--- config.mk ---
export PLATFORM = sky130hd
export DESIGN_NAME = xnor_parity_sequencer
export DESIGN_NICKNAME = d
export VERILOG_FILES = /design/src/rtl/xnor_parity_sequencer.sv
export SDC_FILE = /design/constraint.sdc
export NUM_CORES = 1
export LEC_CHECK = 0
export CORE_MARGIN = 5
export CORE_UTILIZATION = 42
export CTS_BUF_LIST = sky130_fd_sc_hd__clkbuf_4 sky130_fd_sc_hd__clkbuf_8 sky130_fd_sc_hd__clkbuf_16
export CTS_CLUSTER_DIAMETER = 120
export CTS_CLUSTER_SIZE = 40
export DETAILED_ROUTE_END_ITERATION = 8
export PLACE_DENSITY = 0.78
export SLEW_MARGIN = 20
export SYNTH_ARGS = -nofsm -noshare
export SYNTH_HDL_FRONTEND = slang
export SYNTH_SLANG_ARGS = --single-unit
--- constraint.sdc ---
create_clock -name clk -period 1.19 [get_ports clk]
set_input_delay 0.119 -clock clk [delete_from_list [all_inputs] [get_ports clk]]
set_output_delay 0.119 -clock clk [all_outputs]
set_load 0.005 [all_outputs]
--- src/rtl/xnor_parity_sequencer.sv ---
// xnor_parity_sequencer: word parity via one time-shared two-stage XNOR cell, two bits/clock.
// Revision: 1.0
`default_nettype none

module xnor_cell (
  input  logic a,
  input  logic b,
  input  logic c,
  output logic e
);
  logic d;

  assign d = ~(a ^ b);
  assign e = ~(c ^ d);
endmodule

module xnor_parity_sequencer #(
  parameter int WIDTH = 8,
  parameter int CW    = $clog2(WIDTH/2) + 1
) (
  input  logic             clk,
  input  logic             rst_n,
  input  logic             start,
  input  logic [WIDTH-1:0] data_in,
  input  logic             exp_parity,
  output logic             busy,
  output logic             done,
  output logic             parity_out,
  output logic             parity_err,
  output logic [CW-1:0]    step_cnt
);

  typedef enum logic [1:0] {
    S_IDLE = 2'd0,
    S_RUN  = 2'd1,
    S_DONE = 2'd2
  } state_t;

  state_t           state_q;
  logic [WIDTH-1:0] shreg_q;
  logic [WIDTH-1:0] shreg_d;
  logic             acc_q;
  logic             acc_d;
  logic             exp_q;
  logic             busy_q;
  logic             done_q;
  logic             parity_q;
  logic             err_q;
  logic [CW-1:0]    step_cnt_q;
  logic [CW-1:0]    step_cnt_d;
  logic             last_step;

  // Running parity folds the two lowest unconsumed bits into acc each step.
  xnor_cell u_cell (
    .a (acc_q),
    .b (shreg_q[0]),
    .c (shreg_q[1]),
    .e (acc_d)
  );

  assign shreg_d    = shreg_q >> 2;
  assign step_cnt_d = step_cnt_q + CW'(1);
  assign last_step  = (step_cnt_q == CW'(WIDTH/2 - 1));

  always_ff @(posedge clk) begin
    if (!rst_n) begin
      state_q    <= S_IDLE;
      shreg_q    <= '0;
      acc_q      <= 1'b0;
      exp_q      <= 1'b0;
      busy_q     <= 1'b0;
      done_q     <= 1'b0;
      parity_q   <= 1'b0;
      err_q      <= 1'b0;
      step_cnt_q <= '0;
    end else begin
      case (state_q)
        S_IDLE, S_DONE: begin
          done_q <= 1'b0;
          if (start) begin
            shreg_q    <= data_in;
            exp_q      <= exp_parity;
            acc_q      <= 1'b0;
            step_cnt_q <= '0;
            busy_q     <= 1'b1;
            state_q    <= S_RUN;
          end else begin
            state_q <= S_IDLE;
          end
        end
        S_RUN: begin
          acc_q      <= acc_d;
          shreg_q    <= shreg_d;
          step_cnt_q <= step_cnt_d;
          if (last_step) begin
            parity_q <= acc_d;
            err_q    <= acc_d ^ exp_q;
            done_q   <= 1'b1;
            busy_q   <= 1'b0;
            state_q  <= S_DONE;
          end
        end
        default: begin
          state_q <= S_IDLE;
          busy_q  <= 1'b0;
          done_q  <= 1'b0;
        end
      endcase
    end
  end

  assign busy       = busy_q;
  assign done       = done_q;
  assign parity_out = parity_q;
  assign parity_err = err_q;
  assign step_cnt   = step_cnt_q;

endmodule

`default_nettype wire

Word-level counts from Yosys, hierarchy flattened

Index checks and enable logic that the tools add are counted.

Multiplexer cells: 12
Add/subtract/negate cells: 1
Eq/ne operators: 5
Reduce and logical (&&, ||, !) cells: 8
Bitwise gates (word level): 5

Operator list:

| cell                                           | number |
|---|---|
| case mux 8 bit (2 select lines)                | 1 |
| AND reduction 2 bit                            | 5 |
| 2-to-1 mux 8 bit                               | 1 |
| case mux 3 bit (2 select lines)                | 1 |
| 2-to-1 mux 1 bit                               | 4 |
| inequality test 2 bit (second input constant)  | 2 |
| case mux 1 bit (2 select lines)                | 2 |
| case mux 2 bit (2 select lines)                | 1 |
| adder 3 x 1 -> 3 bit (second input constant)   | 1 |
| == test 3 x 2 -> 1 bit (second input constant) | 1 |
| 2-to-1 mux 3 bit                               | 1 |
| bitwise XOR 1 bit                              | 3 |
| == test 2 x 1 -> 1 bit (second input constant) | 1 |
| == test 2 bit (second input constant)          | 1 |
| logical NOT 2 bit                              | 1 |
| 2-to-1 mux 2 bit                               | 1 |
| NOT 1 bit                                      | 2 |
| nonzero test 2 bit                             | 1 |
| OR reduction 2 bit                             | 1 |

Register bits after elaboration: 19
Logic and storage cells: 40
Input port bits: 12

Depth between registers and ports, before layout

Gate-level depths: netlist of run 1.

Depth in word-level cells: 5
Gate-level depth with buffers: 5

Cells and area by module

A second synthesis of run 1 with hierarchy kept.

Cells, all modules: 95
Area total of the unflattened synthesis: 793.3 um^2

By module, submodules not included:

| module                | area each (um^2) | seq. area each (um^2) | times used | cells each |
|---|---|---|---|---|
| xnor_parity_sequencer | 769.5            | 380.4                 | 1          | 94 |
| xnor_cell             | 23.8             | 0.0                   | 1          | 1 |

Worst setup path before layout of run 1

Ideal clock, no wire load.

Kind: reg-to-reg
Start: reg shreg_q[1]
End: reg err_q (netlist: parity_err)
Data required time: 1.099 ns
Setup time: 0.091 ns
Stages on the path, launching flop included: 4
Arrival time: 1.104 ns
Slack: -0.005 ns
Cells stage by stage: dfxtp_1 xor3_2 xnor2_1 a311oi_1

Longest elaborated chain between the ends: 3

RTL lines:

| element                | RTL line | RTL |
|---|---|---|
| from (decl)            | 40       | `logic [WIDTH-1:0] shreg_q;` |
| from (signal assigned) | 81       | `shreg_q <= data_in;` |
| from (signal assigned) | 93       | `shreg_q <= shreg_d;` |
| bitwise XOR 1 bit      | 14       | `assign e = ~(c ^ d);` |
| NOT 1 bit              | 14       |  |
| bitwise XOR 1 bit      | 97       | `err_q <= acc_d ^ exp_q;` |
| to (signal assigned)   | 97       |  |
| to (decl)              | 48       | `logic err_q;` |

No other way between the ends.
A chain may end at the register's enable or synchronous reset.

Final worst setup path of run 1

Same ends and word-level chain as after synthesis.

==> summary.txt, run 1 <==
==================================================================================
Number of warnings printed during yosys synthesis ...................            0
Cell Area, Placed ...................................................     1040 um2
Worst skew pair latency .............................................      0.29 ns
Max-slew headroom ...................................................        70.0%
Max Clock Freq ......................................................      778 MHz
Largest family of logic cells by synthesized area ................... simple AND/OR/NAND/NOR gates
Result of the run ................................................... complete, but fails checks
Number of buffers added on ports ....................................           18
Cells along the critical path ....................................... xor3_2 -> xnor2_1 -> a311oi_2
Worst-margin pin slew ...............................................     0.449 ns
Combinational group share of total power ............................        20.4%
Worst setup margin ..................................................   -0.0958 ns
Antenna violations before repair ....................................            0
Violations in the final reports ..................................... setup timing
Pin count of the biggest net entering global routing ................           22
Fraction of the yosys area taken by sequential cells ................        48.6%
Number of synthesized register bits .................................           19
Post-synthesis compound-gate area fraction ..........................        18.4%
Die height ..........................................................      53.2 um
Number of max-cap violations ........................................            0
Synthesized area per cell ...........................................     8.33 um2
Number of buffers and inverters on the critical path ................            0
First-pass GRT wire length ..........................................      3210 um
Sequential Power Share ..............................................        53.4%
CTS max path bufs ...................................................            2
Syn-to-layout area delta ............................................        44.7%
Via count of the first global-routing pass ..........................          754
Initial core utilization ............................................        44.9%
Total negative slack ................................................   -0.0958 ns
Clock-pin transition on the worst setup and hold timing paths .......      0.10 ns
Master cell of the clock root buffer ................................ sky130_fd_sc_hd__clkbuf_4
Pre-CTS worst setup slack ...........................................   -0.0557 ns
Post-synthesis share of cell area spent on xor and xnor gates .......        4.31%
Largest cells by area after synthesis ............................... sky130_fd_sc_hd__dfxtp_1 49%, sky130_fd_sc_hd__nand2_1 9.1%, sky130_fd_sc_hd__a21oi_1 7.0%
Final setup violation count .........................................            1
EDFF count, synth ...................................................            0
Critical Path Source Type ...........................................         flop
CP max FO ...........................................................            2
Per-cell via count in the routed design .............................         5.34
Standby leakage power ...............................................     0.446 nW
Total Power .........................................................    0.00131 W
Share of the cycle needed by the critical path after routing ........         108%
Register area .......................................................      389 um2
Starting DRC count in detailed routing ..............................            6
Number of H-tree branching levels ...................................            1
Initial DRT Pass Iterations .........................................            4
Overall Global Routing Usage ........................................        16.0%
Num rows ............................................................           15
Family of cells with the greatest summed delay on the critical path . XOR/XNOR gates
Total area of multi-input combinational cells .......................      405 um2
Post-synth ARST share ...............................................           0%
Routed via count ....................................................          774
Final setup skew ....................................................   0.00505 ns
TritonCTS clock tree ................................................         done
Std-Cell Core Area ..................................................     1750 um2
Top cell type's share of synthesized area ...........................        48.6%
Die width ...........................................................      53.2 um
Switching power summed over all nets ................................   0.000336 W
Die outline area ....................................................     2830 um2
Final global-route overflow total ...................................            0
Final hold violation count ..........................................            0
Power density of the placed cells ...................................  1160 nW/um2
Slew Limit Fails ....................................................            0
Crit path capture type ..............................................         flop
Count of antenna-violating nets left after detailed routing .........            0
Switching Fraction ..................................................        25.6%
Multiplexer fraction of the synthesized cell area ...................           0%
Post-Synthesis Net Count ............................................          108
CP max-delay cell ................................................... sky130_fd_sc_hd__xor3_2
Worst EP required ...................................................      1.36 ns
Fraction of final layout cells sized beyond drive strength 1 ........        23.3%
Peak per-stage delay on the critical path ...........................      0.44 ns
Power Internal ......................................................   0.000975 W
CTS sink cnt ........................................................           19
Leading register cell type out of synthesis ......................... sky130_fd_sc_hd__dfxtp_1
Shortest period the worst path allows ...............................      1.29 ns
Setup repair after global routing missed its margin .................          yes
Arrival time worst endpoint .........................................      1.45 ns
Final weighted congestion in routability-driven placement ...........        0.774
Synthesized instance count ..........................................           94
Net count, final ....................................................          135
Max IR drop VDD .....................................................   0.000808 V
Synth Area in Simple Gates ..........................................        21.1%
Worst setup path category ........................................... flop to flop
Total detailed-routing wirelength ...................................      2030 um
Fill cell count .....................................................          153
Adder and majority cell fraction of the synthesized area ............        3.19%
CTS buffer count ....................................................            3
Number of placed I/O pins ...........................................           19
DP Wirelength .......................................................      1350 um
Post-synthesis instance area ........................................      783 um2
Hold/Removal Path Class ............................................. input port to flop
Final routed wire length divided by cell count ......................      14.0 um
Number of diodes added for antenna fixing ...........................            0
Leading area contributor after synthesis ............................ sky130_fd_sc_hd__dfxtp_1
Post-synth cell types ...............................................           19
Proportion of power drawn by the clock network ......................        26.3%
Final routed DRC violation total ....................................            0
Most frequent cells after synthesis ................................. 19 x sky130_fd_sc_hd__dfxtp_1, 19 x sky130_fd_sc_hd__nand2_1, 11 x sky130_fd_sc_hd__a21oi_1
Final non-filler cell area ..........................................     1130 um2
==================================================================================
[registers in the layout, indices dropped and copies added, names as in the netlist]
signal      count
acc_q           1
busy            1
done            1
exp_q           1
parity_err      1
parity_out      1
shreg_q         8
state_q         2
step_cnt        3
[cells in the final DEF, fill, tap and decap left out, types with 2 or more instances in the layout]
| cell | instances |
|---|---|
| sky130_fd_sc_hd__dlygate4sd2_1 | 6 |
| sky130_fd_sc_hd__ha_4 | 2 |
| sky130_fd_sc_hd__dfxtp_1 | 12 |
| sky130_fd_sc_hd__dfxtp_2 | 7 |
| sky130_fd_sc_hd__clkbuf_4 | 4 |
| sky130_fd_sc_hd__nor3_1 | 2 |
| sky130_fd_sc_hd__buf_4 | 8 |
| sky130_fd_sc_hd__a31oi_1 | 6 |
| sky130_fd_sc_hd__nand2b_1 | 4 |
| sky130_fd_sc_hd__a21oi_1 | 10 |
| sky130_fd_sc_hd__nand3_1 | 7 |
| sky130_fd_sc_hd__inv_1 | 2 |
| sky130_fd_sc_hd__clkdlybuf4s50_1 | 11 |
| sky130_fd_sc_hd__o21ai_0 | 6 |
| sky130_fd_sc_hd__nand2_1 | 19 |
[worst paths after layout]
check | start | endpoint | slack, ns | cells past startpoint
worst min register to register | shreg_q[5]$_SDFFE_PN0P_ | shreg_q[5]$_SDFFE_PN0P_ | 0.48 | 2
worst max-delay path | shreg_q[1]$_SDFFE_PN0P_ | parity_err$_SDFFE_PN0P_ | -0.1 | 3
worst max register to register | shreg_q[1]$_SDFFE_PN0P_ | parity_err$_SDFFE_PN0P_ | -0.1 | 3
worst min-delay path | data_in[7] | shreg_q[7]$_SDFFE_PN0P_ | 0.37 | 3
[power groups by stage]
stage,sequential [W],clock [W],combinational (W)
2_1_floorplan,0.000708,0,0.000129
3_3_place_gp,0.000709,0,0.000228
3_5_place_dp,0.000712,0,0.000238
4_1_cts,0.000698,0.000350,0.000254
5_1_grt,0.000706,0.000392,0.000292
6_report,0.000700,0.000344,0.000267
[routing by layer]
metal / GRT usage (%) / up-vias / routed length, um
met1: 17.2 / 374 / 783
met5: 0 / - / 0
li1: - / 373 / -
met2: 29.8 / 22 / 1110
met4: 7.66 / 0 / 36
met3: 2.82 / 5 / 96
[kinds of logic after synthesis]
logic type,after synthesis
compound gates,26
xor+xnor,2
fa+ha+maj,2
buf+inv,9
flops,19
simple gates,36
[worst reg2reg max path, stage by stage, from the launching register on]
cell,delay (ns)
sky130_fd_sc_hd__dfxtp_2,0.34
sky130_fd_sc_hd__xor3_2,0.44
sky130_fd_sc_hd__xnor2_1,0.24
sky130_fd_sc_hd__a311oi_2,0.14
[metrics by stage]
stage | hold WS (ns) | instances | utilization (%)
after floorplan | 0.255 | 94 | -
after global placement | 0.453 | 138 | 59.4
after detailed placement | 0.461 | 138 | 59.4
after CTS | 0.363 | 145 | 63.4
after global routing | 0.367 | 145 | 64.9
final | 0.366 | 145 | 64.9
[area by class of cell]
| class | count | area share (%) |
|---|---|---|
| clock buffers | 4 | 2.65 |
| inverters | 3 | 1.21 |
| multi-input cells | 66 | 35.8 |
| flip-flops and latches | 19 | 34.3 |
| well taps | 25 | 2.76 |
| repair buffers | 28 | 23.3 |
[repair_timing]
action | in CTS | in global routing
hold buffers | 0 | 0
gates resized for setup | 19 | 7
endpoints found under the setup margin | 9 | 5
pin swaps | 1 | 2
buffers inserted | 3 | 0
Power figures use the tool's default switching activity.
==> run 2, diff against run 1 <==
==> constraint.sdc (replaced) <==
create_clock -name clk -period 1 [get_ports clk]
set_input_delay 0.1 -clock clk [delete_from_list [all_inputs] [get_ports clk]]
set_output_delay 0.1 -clock clk [all_outputs]
set_load 0.005 [all_outputs]
==> summary.txt, run 2 (synthesis gave the netlist of run 1 again) <==
==================================================================================
Slew Limit Fails ....................................................            0   unchanged
Worst skew pair latency .............................................      0.29 ns   about the same
Num rows ............................................................           15   unchanged
Final weighted congestion in routability-driven placement ...........        0.741   was 0.774
Final core utilization ..............................................        68.5%   was 64.9%
Number of H-tree branching levels ...................................            1   unchanged
Routed via count ....................................................          723   was 774
Worst EP required ...................................................      1.20 ns   was 1.36 ns
First-pass GRT wire length ..........................................      2900 um   was 3210 um
Detailed-routed wire length on met3 .................................        27 um   was 96 um
Final global-route overflow total ...................................            0   unchanged
Overall Global Routing Usage ........................................        14.1%   was 16.0%
Max IR drop VDD .....................................................    0.00104 V   was 0.000808 V
Die height ..........................................................      53.2 um   unchanged
Initial core utilization ............................................        44.9%   unchanged
CTS buffer count ....................................................            3   unchanged
Peak per-stage delay on the critical path ...........................      0.45 ns   was 0.44 ns
Number of buffers added on ports ....................................           18   unchanged
Startpoint of the worst-slack reg-to-reg timing path ................ shreg_q[0]$_SDFFE_PN0P_   was shreg_q[1]$_SDFFE_PN0P_
Critical path origin ................................................ shreg_q[0]$_SDFFE_PN0P_   was shreg_q[1]$_SDFFE_PN0P_
Top routing layer in use ............................................         met4   unchanged
Commonest non-fill, non-tap cells in the layout ..................... 19 x sky130_fd_sc_hd__nand2_1, 11 x sky130_fd_sc_hd__a21oi_1, 10 x sky130_fd_sc_hd__dfxtp_2, 10 x sky130_fd_sc_hd__clkdlybuf4s50_1, 9 x sky130_fd_sc_hd__dfxtp_1   was 19 x sky130_fd_sc_hd__nand2_1, 12 x sky130_fd_sc_hd__dfxtp_1, 11 x sky130_fd_sc_hd__clkdlybuf4s50_1, 10 x sky130_fd_sc_hd__a21oi_1, 8 x sky130_fd_sc_hd__buf_4
Met2 wire length ....................................................       928 um   was 1110 um
Via count of the first global-routing pass ..........................          697   was 754
Final routed DRC violation total ....................................            0   unchanged
TritonCTS clock tree ................................................         done   unchanged
CP max FO ...........................................................            2   unchanged
Shortest period the worst path allows ...............................      1.22 ns   was 1.29 ns
CTS sink cnt ........................................................           19   unchanged
Pin count of the biggest net entering global routing ................           22   unchanged
Die outline area ....................................................     2830 um2   unchanged
Number of max-cap violations ........................................            0   unchanged
Total detailed-routing wirelength ...................................      1740 um   was 2030 um
Final setup violation count .........................................            8   was 1
Crit path capture type ..............................................         flop   unchanged
Launch point of the worst hold path .................................        start   was data_in[7]
Worst-margin pin slew ...............................................     0.391 ns   was 0.449 ns
Max FFs per register ................................................            8   unchanged
Syn-to-layout area delta ............................................        52.6%   was 44.7%
Hold/Removal Path Class ............................................. input port to flop   unchanged
Max Clock Freq ......................................................      819 MHz   was 778 MHz
Standby leakage power ...............................................     0.472 nW   was 0.446 nW
Per-cell via count in the routed design .............................         4.92   was 5.34
Count of antenna-violating nets left after detailed routing .........            0   unchanged
Net count, final ....................................................          137   was 135
Critical Path Source Type ...........................................         flop   unchanged
Fraction of final layout cells sized beyond drive strength 1 ........        30.3%   was 23.3%
Number of diodes added for antenna fixing ...........................            0   unchanged
Reg2reg path depth ..................................................            3   unchanged
Clock-pin transition on the worst setup and hold timing paths .......      0.10 ns   about the same
Initial DRT Pass Iterations .........................................            3   was 4
Number of placed I/O pins ...........................................           19   unchanged
Violations in the final reports ..................................... setup timing   unchanged
Worst setup path category ........................................... flop to flop   unchanged
Share of the cycle needed by the critical path after routing ........         122%   was 108%
Result of the run ................................................... complete, but fails checks   unchanged
Antenna violations before repair ....................................            0   unchanged
Capturing instance or port of the critical path ..................... parity_err$_SDFFE_PN0P_   unchanged
Family of cells with the greatest summed delay on the critical path . XOR/XNOR gates   unchanged
Worst setup margin ..................................................    -0.221 ns   was -0.0958 ns
Endpoint of the worst register-to-register path ..................... parity_err$_SDFFE_PN0P_   unchanged
Power density of the placed cells ...................................  1320 nW/um2   was 1160 nW/um2
Starting DRC count in detailed routing ..............................           11   was 6
Master cell of the clock root buffer ................................ sky130_fd_sc_hd__clkbuf_4   unchanged
Post-route non-filler standard cell count ...........................          147   was 145
CP max-delay cell ................................................... sky130_fd_sc_hd__xor3_2   unchanged
Largest register by flop count ......................................      shreg_q   unchanged
Post-cts hold buffer count ..........................................            0   unchanged
Setup repair after global routing missed its margin .................          yes   unchanged
CTS max path bufs ...................................................            2   unchanged
Stages on the worst setup path ......................................            3   unchanged
Die width ...........................................................      53.2 um   unchanged
Final hold violation count ..........................................            0   unchanged
Setup slack of the most critical reg-to-reg path ....................     -0.22 ns   was -0.1 ns
Arrival time worst endpoint .........................................      1.43 ns   was 1.45 ns
Max-slew headroom ...................................................        73.9%   was 70.0%
Most common cell after layout, fill and taps aside .................. sky130_fd_sc_hd__nand2_1   unchanged
Final setup skew ....................................................   0.00576 ns   was 0.00505 ns
Final routed wire length divided by cell count ......................      11.8 um   was 14.0 um
DP Wirelength .......................................................      1170 um   was 1350 um
Std-Cell Core Area ..................................................     1750 um2   unchanged
Placed Instances ....................................................          137   was 138
Number of buffers and inverters on the critical path ................            0   unchanged
M1 wire length ......................................................       743 um   was 783 um
Cells along the critical path ....................................... xor3_2 -> xnor2_1 -> a311oi_1   was xor3_2 -> xnor2_1 -> a311oi_2
==================================================================================
## run 2: cell types whose count changed in the layout (fill, tap and decap cells not counted), sizes merged
| cell | delta |
|---|---|
| buf | +2 |
| dlygate4sd2 | -5 |
| clkdlybuf4s15 | +5 |
| dlymetal6s2s | +1 |
| clkdlybuf4s50 | -1 |
## run 2: per-stage QoR
step                      worst slack, ns  total power [W]  area, um2  setup TNS, ns  hold slack [ns]
after floorplan                    -0.140          0.00100        813         -0.152            0.231
after global placement             -0.207          0.00114       1070          -2.40            0.453
after detailed placement           -0.214          0.00115       1070          -2.95            0.456
after CTS                          -0.233          0.00157       1150         -0.979            0.341
after global routing               -0.306          0.00167       1190          -1.67            0.210
final                              -0.221          0.00157       1190         -0.972            0.200
## run 2: area by class of cell
cell class                 count  area, um2
fill                         146        551
clock buffer                   4       30.0
inverter                       3       13.8
tap                           25       31.3
multi-input combinational     66        423
sequential                    19        393
timing repair buffer          30        304
## run 2: worst min-delay path by stage
stage                                    endpoint  cells after the start
after floorplan           shreg_q[0]$_SDFFE_PN0P_                      2
after global placement    shreg_q[5]$_SDFFE_PN0P_                      2
after detailed placement  shreg_q[7]$_SDFFE_PN0P_                      2
after CTS                      exp_q$_SDFFE_PN0P_                      3
after global routing            busy$_SDFFE_PN0P_                      3
final                           busy$_SDFFE_PN0P_                      3
## run 2: where the power goes
| part | total, W | leakage, nW | internal (W) | switching (W) |
|---|---|---|---|---|
| Clock | 0.000402 | 0.0184 | 0.000182 | 0.000220 |
| Sequential | 0.000835 | 0.160 | 0.000806 | 0.0000293 |
| Combinational | 0.000337 | 0.294 | 0.000192 | 0.000145 |
## run 2: repair_timing
item | in CTS | in global routing
gates resized for setup | 17 | 22
pin swaps | 1 | 0
buffers inserted | 4 | 1
cloned | 0 | 1
endpoints found under the setup margin | 22 | 25
## run 2: routing by layer
layer  vias up  GRT usage [%]
met5         -              0
met2        12           24.4
met4         0           7.66
met1       328           16.1
li1        379              -
met3         4           2.54
## run 2: worst register-to-register path, cell delays in order, from the launching register on
cell                       delay (ns)
sky130_fd_sc_hd__dfxtp_2         0.34
sky130_fd_sc_hd__xor3_2          0.45
sky130_fd_sc_hd__xnor2_1         0.16
sky130_fd_sc_hd__a311oi_1        0.20
==> run 3, diff against run 2 <==
--- a/config.mk
+++ b/config.mk
@@ -9,7 +9,7 @@
 export CORE_UTILIZATION = 42
 export CTS_BUF_LIST = sky130_fd_sc_hd__clkbuf_4 sky130_fd_sc_hd__clkbuf_8 sky130_fd_sc_hd__clkbuf_16
 export CTS_CLUSTER_DIAMETER = 120
-export CTS_CLUSTER_SIZE = 40
+export CTS_CLUSTER_SIZE = 25
 export DETAILED_ROUTE_END_ITERATION = 8
 export PLACE_DENSITY = 0.78
 export SLEW_MARGIN = 20
==> results of run 3 <==
The final DEF is identical to that of run 2; final timing and power are the same.
